===== config.mk =====
export PLATFORM = sky130hd
export DESIGN_NAME = output_layer_mac
export DESIGN_NICKNAME = d
export VERILOG_FILES = /design/src/rtl/output_layer_mac.sv
export SDC_FILE = /design/constraint.sdc
export NUM_CORES = 2
export LEC_CHECK = 0
export ABC_AREA = 1
export CORE_UTILIZATION = 52
export DETAILED_ROUTE_END_ITERATION = 8
export GPL_TIMING_DRIVEN = 0
export PLACE_DENSITY_LB_ADDON = 0.3
export SLEW_MARGIN = 20
export SYNTH_ARGS = -nofsm -noshare
export SYNTH_HDL_FRONTEND = slang
export SYNTH_SLANG_ARGS = --single-unit

===== constraint.sdc =====
create_clock -name clk -period 3.2 [get_ports clk]
set_input_delay 0.48 -clock clk [delete_from_list [all_inputs] [get_ports clk]]
set_output_delay 0.48 -clock clk [all_outputs]
set_load 0.02 [all_outputs]

===== src/rtl/output_layer_mac.sv =====
// rtl/output_layer_mac.sv - ten-lane signed MAC output layer with bias, score hold window and result pulse
module output_layer_mac #(
  parameter int N_HIDDEN = 32,
  parameter int A_W      = 8,
  parameter int W_W      = 8,
  parameter int B_W      = 16,
  parameter int HOLD_CYC = 4
) (
  input  logic                     clk,
  input  logic                     rst,
  input  logic                     in_valid,
  output logic                     in_ready,
  input  logic [A_W-1:0]           in_act,
  input  logic [10*W_W-1:0]        in_w,
  input  logic [10*B_W-1:0]        bias,
  output logic                     busy,
  output logic                     out_valid,
  output logic signed [25:0]       s0,
  output logic signed [25:0]       s1,
  output logic signed [25:0]       s2,
  output logic signed [25:0]       s3,
  output logic signed [25:0]       s4,
  output logic signed [25:0]       s5,
  output logic signed [25:0]       s6,
  output logic signed [25:0]       s7,
  output logic signed [25:0]       s8,
  output logic signed [25:0]       s9
);

  localparam int ACC_W = 26;
  localparam int P_W   = A_W + W_W;
  localparam int CNT_W = $clog2(N_HIDDEN + 1);
  localparam int HC_W  = $clog2(HOLD_CYC + 1);

  typedef enum logic [1:0] {
    S_IDLE,
    S_ACC,
    S_HOLD
  } state_t;

  state_t                  state;
  logic [CNT_W-1:0]        beat_cnt;
  logic [HC_W-1:0]         hold_cnt;
  logic signed [ACC_W-1:0] acc   [10];
  logic signed [ACC_W-1:0] score [10];
  logic signed [P_W-1:0]   prod_raw [10];
  logic signed [ACC_W-1:0] prod  [10];
  logic signed [ACC_W-1:0] bias_x [10];
  logic                    accept;

  // Ready is forced low while reset is held so nothing upstream sees a phantom accept.
  assign in_ready = rst && (state != S_HOLD);
  assign busy     = (state == S_ACC);
  assign accept   = in_valid && in_ready;

  // Per-lane signed product and bias, both sign-extended to the accumulator width.
  always_comb begin
    for (int k = 0; k < 10; k++) begin
      prod_raw[k] = $signed(in_act) * $signed(in_w[k*W_W +: W_W]);
      prod[k]     = {{(ACC_W-P_W){prod_raw[k][P_W-1]}}, prod_raw[k]};
      bias_x[k]   = {{(ACC_W-B_W){bias[k*B_W+B_W-1]}}, bias[k*B_W +: B_W]};
    end
  end

  // Frame sequencer: accumulate N_HIDDEN beats, publish scores, then block input for the hold window.
  always_ff @(posedge clk or negedge rst) begin
    if (!rst) begin
      state     <= S_IDLE;
      beat_cnt  <= '0;
      hold_cnt  <= '0;
      out_valid <= 1'b0;
      for (int k = 0; k < 10; k++) begin
        acc[k]   <= '0;
        score[k] <= '0;
      end
    end else begin
      out_valid <= 1'b0;
      case (state)
        S_IDLE: begin
          if (accept) begin
            for (int k = 0; k < 10; k++) acc[k] <= bias_x[k] + prod[k];
            beat_cnt <= CNT_W'(1);
            state    <= S_ACC;
          end
        end
        S_ACC: begin
          if (accept) begin
            if (beat_cnt == CNT_W'(N_HIDDEN - 1)) begin
              for (int k = 0; k < 10; k++) score[k] <= acc[k] + prod[k];
              out_valid <= 1'b1;
              beat_cnt  <= '0;
              hold_cnt  <= '0;
              state     <= S_HOLD;
            end else begin
              for (int k = 0; k < 10; k++) acc[k] <= acc[k] + prod[k];
              beat_cnt <= beat_cnt + CNT_W'(1);
            end
          end
        end
        S_HOLD: begin
          if (hold_cnt == HC_W'(HOLD_CYC - 1)) begin
            state <= S_IDLE;
          end else begin
            hold_cnt <= hold_cnt + HC_W'(1);
          end
        end
        default: state <= S_IDLE;
      endcase
    end
  end

  assign s0 = score[0];
  assign s1 = score[1];
  assign s2 = score[2];
  assign s3 = score[3];
  assign s4 = score[4];
  assign s5 = score[5];
  assign s6 = score[6];
  assign s7 = score[7];
  assign s8 = score[8];
  assign s9 = score[9];

endmodule

==> metrics.md <==
| Metric | Value |
|---|---|
| CTS sink cnt | `532` |
| Syn Std Cell Area | `71,100 um^2` |
| CP Class | `input pin to flop` |
| Hold Path Sink | `s1[0]` |
| Total of fill cells in the finished design | `11,301` |
| Count of final setup violators | `529` |
| Worst setup path startpoint | `rst` |
| Run status | `finished with violations` |
| Cell Area, Placed | `81,200 um^2` |
| Combined area of the multi-input logic cells | `56,400 um^2` |
| Detailed Place HPWL | `255 mm` |
| Final cycle utilization of the critical path | `1.74` |
| Cell at the slowest stage of the critical path | `sky130_fd_sc_hd__dlygate4sd3_1` |
| Clock period minus final worst setup slack | `5.57 ns` |
| DRC violation total after the first TritonRoute iteration | `8,576` |
| #FFs+latches synth | `532` |
| Unique cell type count in the Yosys netlist | `52` |
| Type of the most critical hold path | `input pin to flop` |
| Crit path DAT | `6.18 ns` |
| Drt pass-1 iters | `7` |
| Buffers on Ports | `435` |
| Number of buffers on the longest clock path | `3` |
| TritonCTS clock tree | `yes` |
| Synth Net Count | `11,812` |
| Average instance area after synthesis | `6.93 um^2` |
| Growth of design area from synthesis to finish | `29.0%` |
| First-pass GRT wire length | `473 mm` |
| Buf/Inv on CP | `8` |
| Die footprint | `138,000 um^2` |
| Violations in the final reports | `negative setup slack` |
| Chip Width | `372 um` |
| Core area | `136,000 um^2` |
| Proportion of layout cells with a drive suffix above 1 | `0.169` |
| Worst-case setup margin in the final layout | `-2.37 ns` |
| Top flip-flop cell by instance count after synthesis | `sky130_fd_sc_hd__dfrtp_1` |
| Finished layout cell area | `91,700 um^2` |
| Crit. End Element | `flop` |
| Ordered list of cells on the worst path | `buf_8 -> buf_16 -> dlygate4sd3_1 -> buf_16 -> buf_16 -> inv_1 -> nor2_2 -> nand3_1 -> nor2_2 -> buf_2 -> buf_2 -> nand3b_1 -> nand2_1` |
| Critical Path Fanout Max | `81` |
| Number of CTS-inserted buffers | `71` |
| CTS root buf | `sky130_fd_sc_hd__clkbuf_16` |
| Max-slew headroom | `0.111` |
| Required time of the critical path | `3.81 ns` |
| Setup repair after global routing missed its margin | `yes` |
| Antenna violations before repair | `63` |
| Cell family contributing the most delay on the critical path | `buffers and inverters` |
| Worst R2R Setup Slack | `-1.55 ns` |
| Clk slew on worst S/H paths | `0.06 ns` |
| Part of the Yosys area used for sequential elements | `0.187` |
| Clock Latency Late Sink | `0.72 ns` |
| Overall overflow remaining after global route | `0` |
| Via count of the routed design | `77,263` |
| Post-detailed-route DRC marker count | `0` |
| Number of standard cells after synthesis | `10,258` |
| Overall global routing resource usage | `0.470` |
| Share of synthesized flip-flops with an asynchronous set or reset | `1.00` |
| Number of max-slew violations in the final report | `0` |
| Cell depth of the worst flop-to-flop path | `8` |
| Total number of nets in the final design | `12,597` |
| Average detailed-routed wire length per instance | `26.0 um` |
| Maximum operating frequency | `180 MHz` |
| Synthesis Warnings | `0` |
| Final wirelength | `335 mm` |
| Vias in the first global route | `73,925` |
| Number of hold violations in the final report | `0` |
| Most common cell after layout, fill and taps aside | `sky130_fd_sc_hd__nand2_1` |
| Number of enable flip-flop cells after synthesis | `0` |
| Number of core rows | `135` |
| I/O pin count | `514` |
| MaxCap Viol Count | `0` |
| Slowest Stage Delay on Critical Path | `1.02 ns` |
| Reg-to-reg startpoint | `state[0]` |
| Gp weighted congestion | `1.02` |
| Area of all sequential standard cells | `13,300 um^2` |
| Startpoint of the tightest hold check path | `in_w[8]` |
| Initial core utilization | `0.524` |
| Slew of the pin with the lowest slew margin | `1.33 ns` |
| Crit Reg-Reg Endpoint | `s4[15]` |
| Hold depth | `6` |
| Final antenna-violating net count | `0` |
| Most common cell on crit path | `sky130_fd_sc_hd__buf_16` |
| Worst Clk Skew | `0.0356 ns` |
| Die Height | `372 um` |
| Maximum number of pins on one net before global-route repair | `91` |
| Via density per instance | `5.98` |
| Leading cell types in the layout, fill and taps excluded | `sky130_fd_sc_hd__nand2_1 (2,636), sky130_fd_sc_hd__inv_1 (1,732), sky130_fd_sc_hd__nor2_1 (662), sky130_fd_sc_hd__nand3_1 (608), sky130_fd_sc_hd__fa_1 (549)` |
| Startpoint type of the worst setup path | `input pin` |
| Number of H-tree levels | `3` |
==> synthesized netlist by cell type, types with 88 or more instances <==
| cell type | instances | area share |
|---|---|---|
| sky130_fd_sc_hd__a21oi_1 | 705 | 0.050 |
| sky130_fd_sc_hd__a31oi_1 | 133 | 0.012 |
| sky130_fd_sc_hd__clkbuf_1 | 126 | 0.0067 |
| sky130_fd_sc_hd__dfrtp_1 | 532 | 0.19 |
| sky130_fd_sc_hd__fa_1 | 570 | 0.16 |
| sky130_fd_sc_hd__ha_1 | 733 | 0.13 |
| sky130_fd_sc_hd__inv_1 | 1860 | 0.098 |
| sky130_fd_sc_hd__nand2_1 | 2798 | 0.15 |
| sky130_fd_sc_hd__nand3_1 | 729 | 0.051 |
| sky130_fd_sc_hd__nand4_1 | 88 | 0.0077 |
| sky130_fd_sc_hd__nor2_1 | 744 | 0.039 |
| sky130_fd_sc_hd__o21ai_0 | 382 | 0.027 |
| sky130_fd_sc_hd__or2_2 | 104 | 0.0092 |
| sky130_fd_sc_hd__xnor2_1 | 91 | 0.011 |
| sky130_fd_sc_hd__xor2_1 | 119 | 0.015 |
==> state kept, by name (all words and copies together), names as in the netlist <==
signal / count
acc: 260
beat_cnt: 6
hold_cnt: 3
out_valid: 1
s0: 26
s1: 26
s2: 26
s3: 26
s4: 26
s5: 26
s6: 26
s7: 26
s8: 26
s9: 26
state: 2
==> final cells by class <==
class | instances | share of cell area
well taps | 1781 | 0.0243
clock inverters | 40 | 0.00484
plain buffers | 290 | 0.0269
repair inverters | 3 | 0.000287
flip-flops and latches | 532 | 0.145
multi-input cells | 7572 | 0.615
repair buffers | 705 | 0.0843
inverters | 1868 | 0.0771
clock buffers | 88 | 0.0213
diodes | 40 | 0.00109
==> worst register-to-register path: stages (launching register included) <==
cell and delay, ns:
sky130_fd_sc_hd__dfrtp_1 0.44, sky130_fd_sc_hd__inv_2 0.05, sky130_fd_sc_hd__nor2_1 0.80, sky130_fd_sc_hd__nand3_1 0.26, sky130_fd_sc_hd__nor2_2 0.98, sky130_fd_sc_hd__buf_2 0.46, sky130_fd_sc_hd__buf_2 0.88, sky130_fd_sc_hd__nand3b_1 0.59
sky130_fd_sc_hd__nand2_1 0.19
==> stage by stage <==
| stage | hold WS [ns] | instances | worst slack (ns) | TNS (ns) | util |
|---|---|---|---|---|---|
| 2_1_floorplan | 0.184 | 10258 | -2.32 | -798.62 | - |
| 3_3_place_gp | 0.457 | 12474 | -24.07 | - | 0.591 |
| 3_5_place_dp | 0.456 | 12515 | -4.05 | -1506.69 | 0.599 |
| 4_1_cts | 0.371 | 12798 | -2.15 | -924.47 | 0.652 |
| 5_1_grt | 0.472 | 12887 | -2.54 | -1086.53 | 0.676 |
| 6_report | 0.408 | 12919 | -2.37 | -1015.78 | 0.676 |
==> metal layers <==
layer | wire length (um) | GRT usage | vias up
met5 | 306 | 0 | -
met4 | 30300 | 0.352 | 48
met3 | 42600 | 0.143 | 1343
met2 | 140000 | 0.694 | 4751
met1 | 122000 | 0.578 | 37055
li1 | - | - | 34066
==> how the worst max path moves through the flow <==
| stage | endpoint | cells past startpoint |
|---|---|---|
| after CTS | acc[25] | 32 |
| after global routing | s8[17] | 34 |
| final | s4[15] | 13 |
| after detailed placement | acc[120] | 26 |
| after floorplan | acc[46] | 32 |
| after global placement | s9[19] | 1 |
==> kinds of logic (layout without fill, tap and decap cells) <==
| group | after synthesis | after routing | share of synthesized area |
|---|---|---|---|
| xor+xnor | 210 | 210 | 0.0259 |
| simple gates | 4625 | 4631 | 0.270 |
| mux | 1 | 1 | 0.000141 |
| compound gates | 1427 | 1427 | 0.110 |
| fa+ha+maj | 1303 | 1303 | 0.289 |
| flops | 532 | 532 | 0.187 |
| other cells | 0 | 40 | 0 |
| buf+inv | 2160 | 2994 | 0.118 |
==> repair_timing <==
action | CTS | global route
endpoints found under the setup margin | 528 | 531
endpoints found under the hold margin | 43 | 0
setup buffers | 134 | 77
pin swaps | 163 | 245
resized for setup | 646 | 539
cloned | 15 | 7
hold buffers | 7 | 0
Power is left out: the tool's default activity adds up to more than one toggle a clock period on the data nets, which glitch-free logic cannot reach.
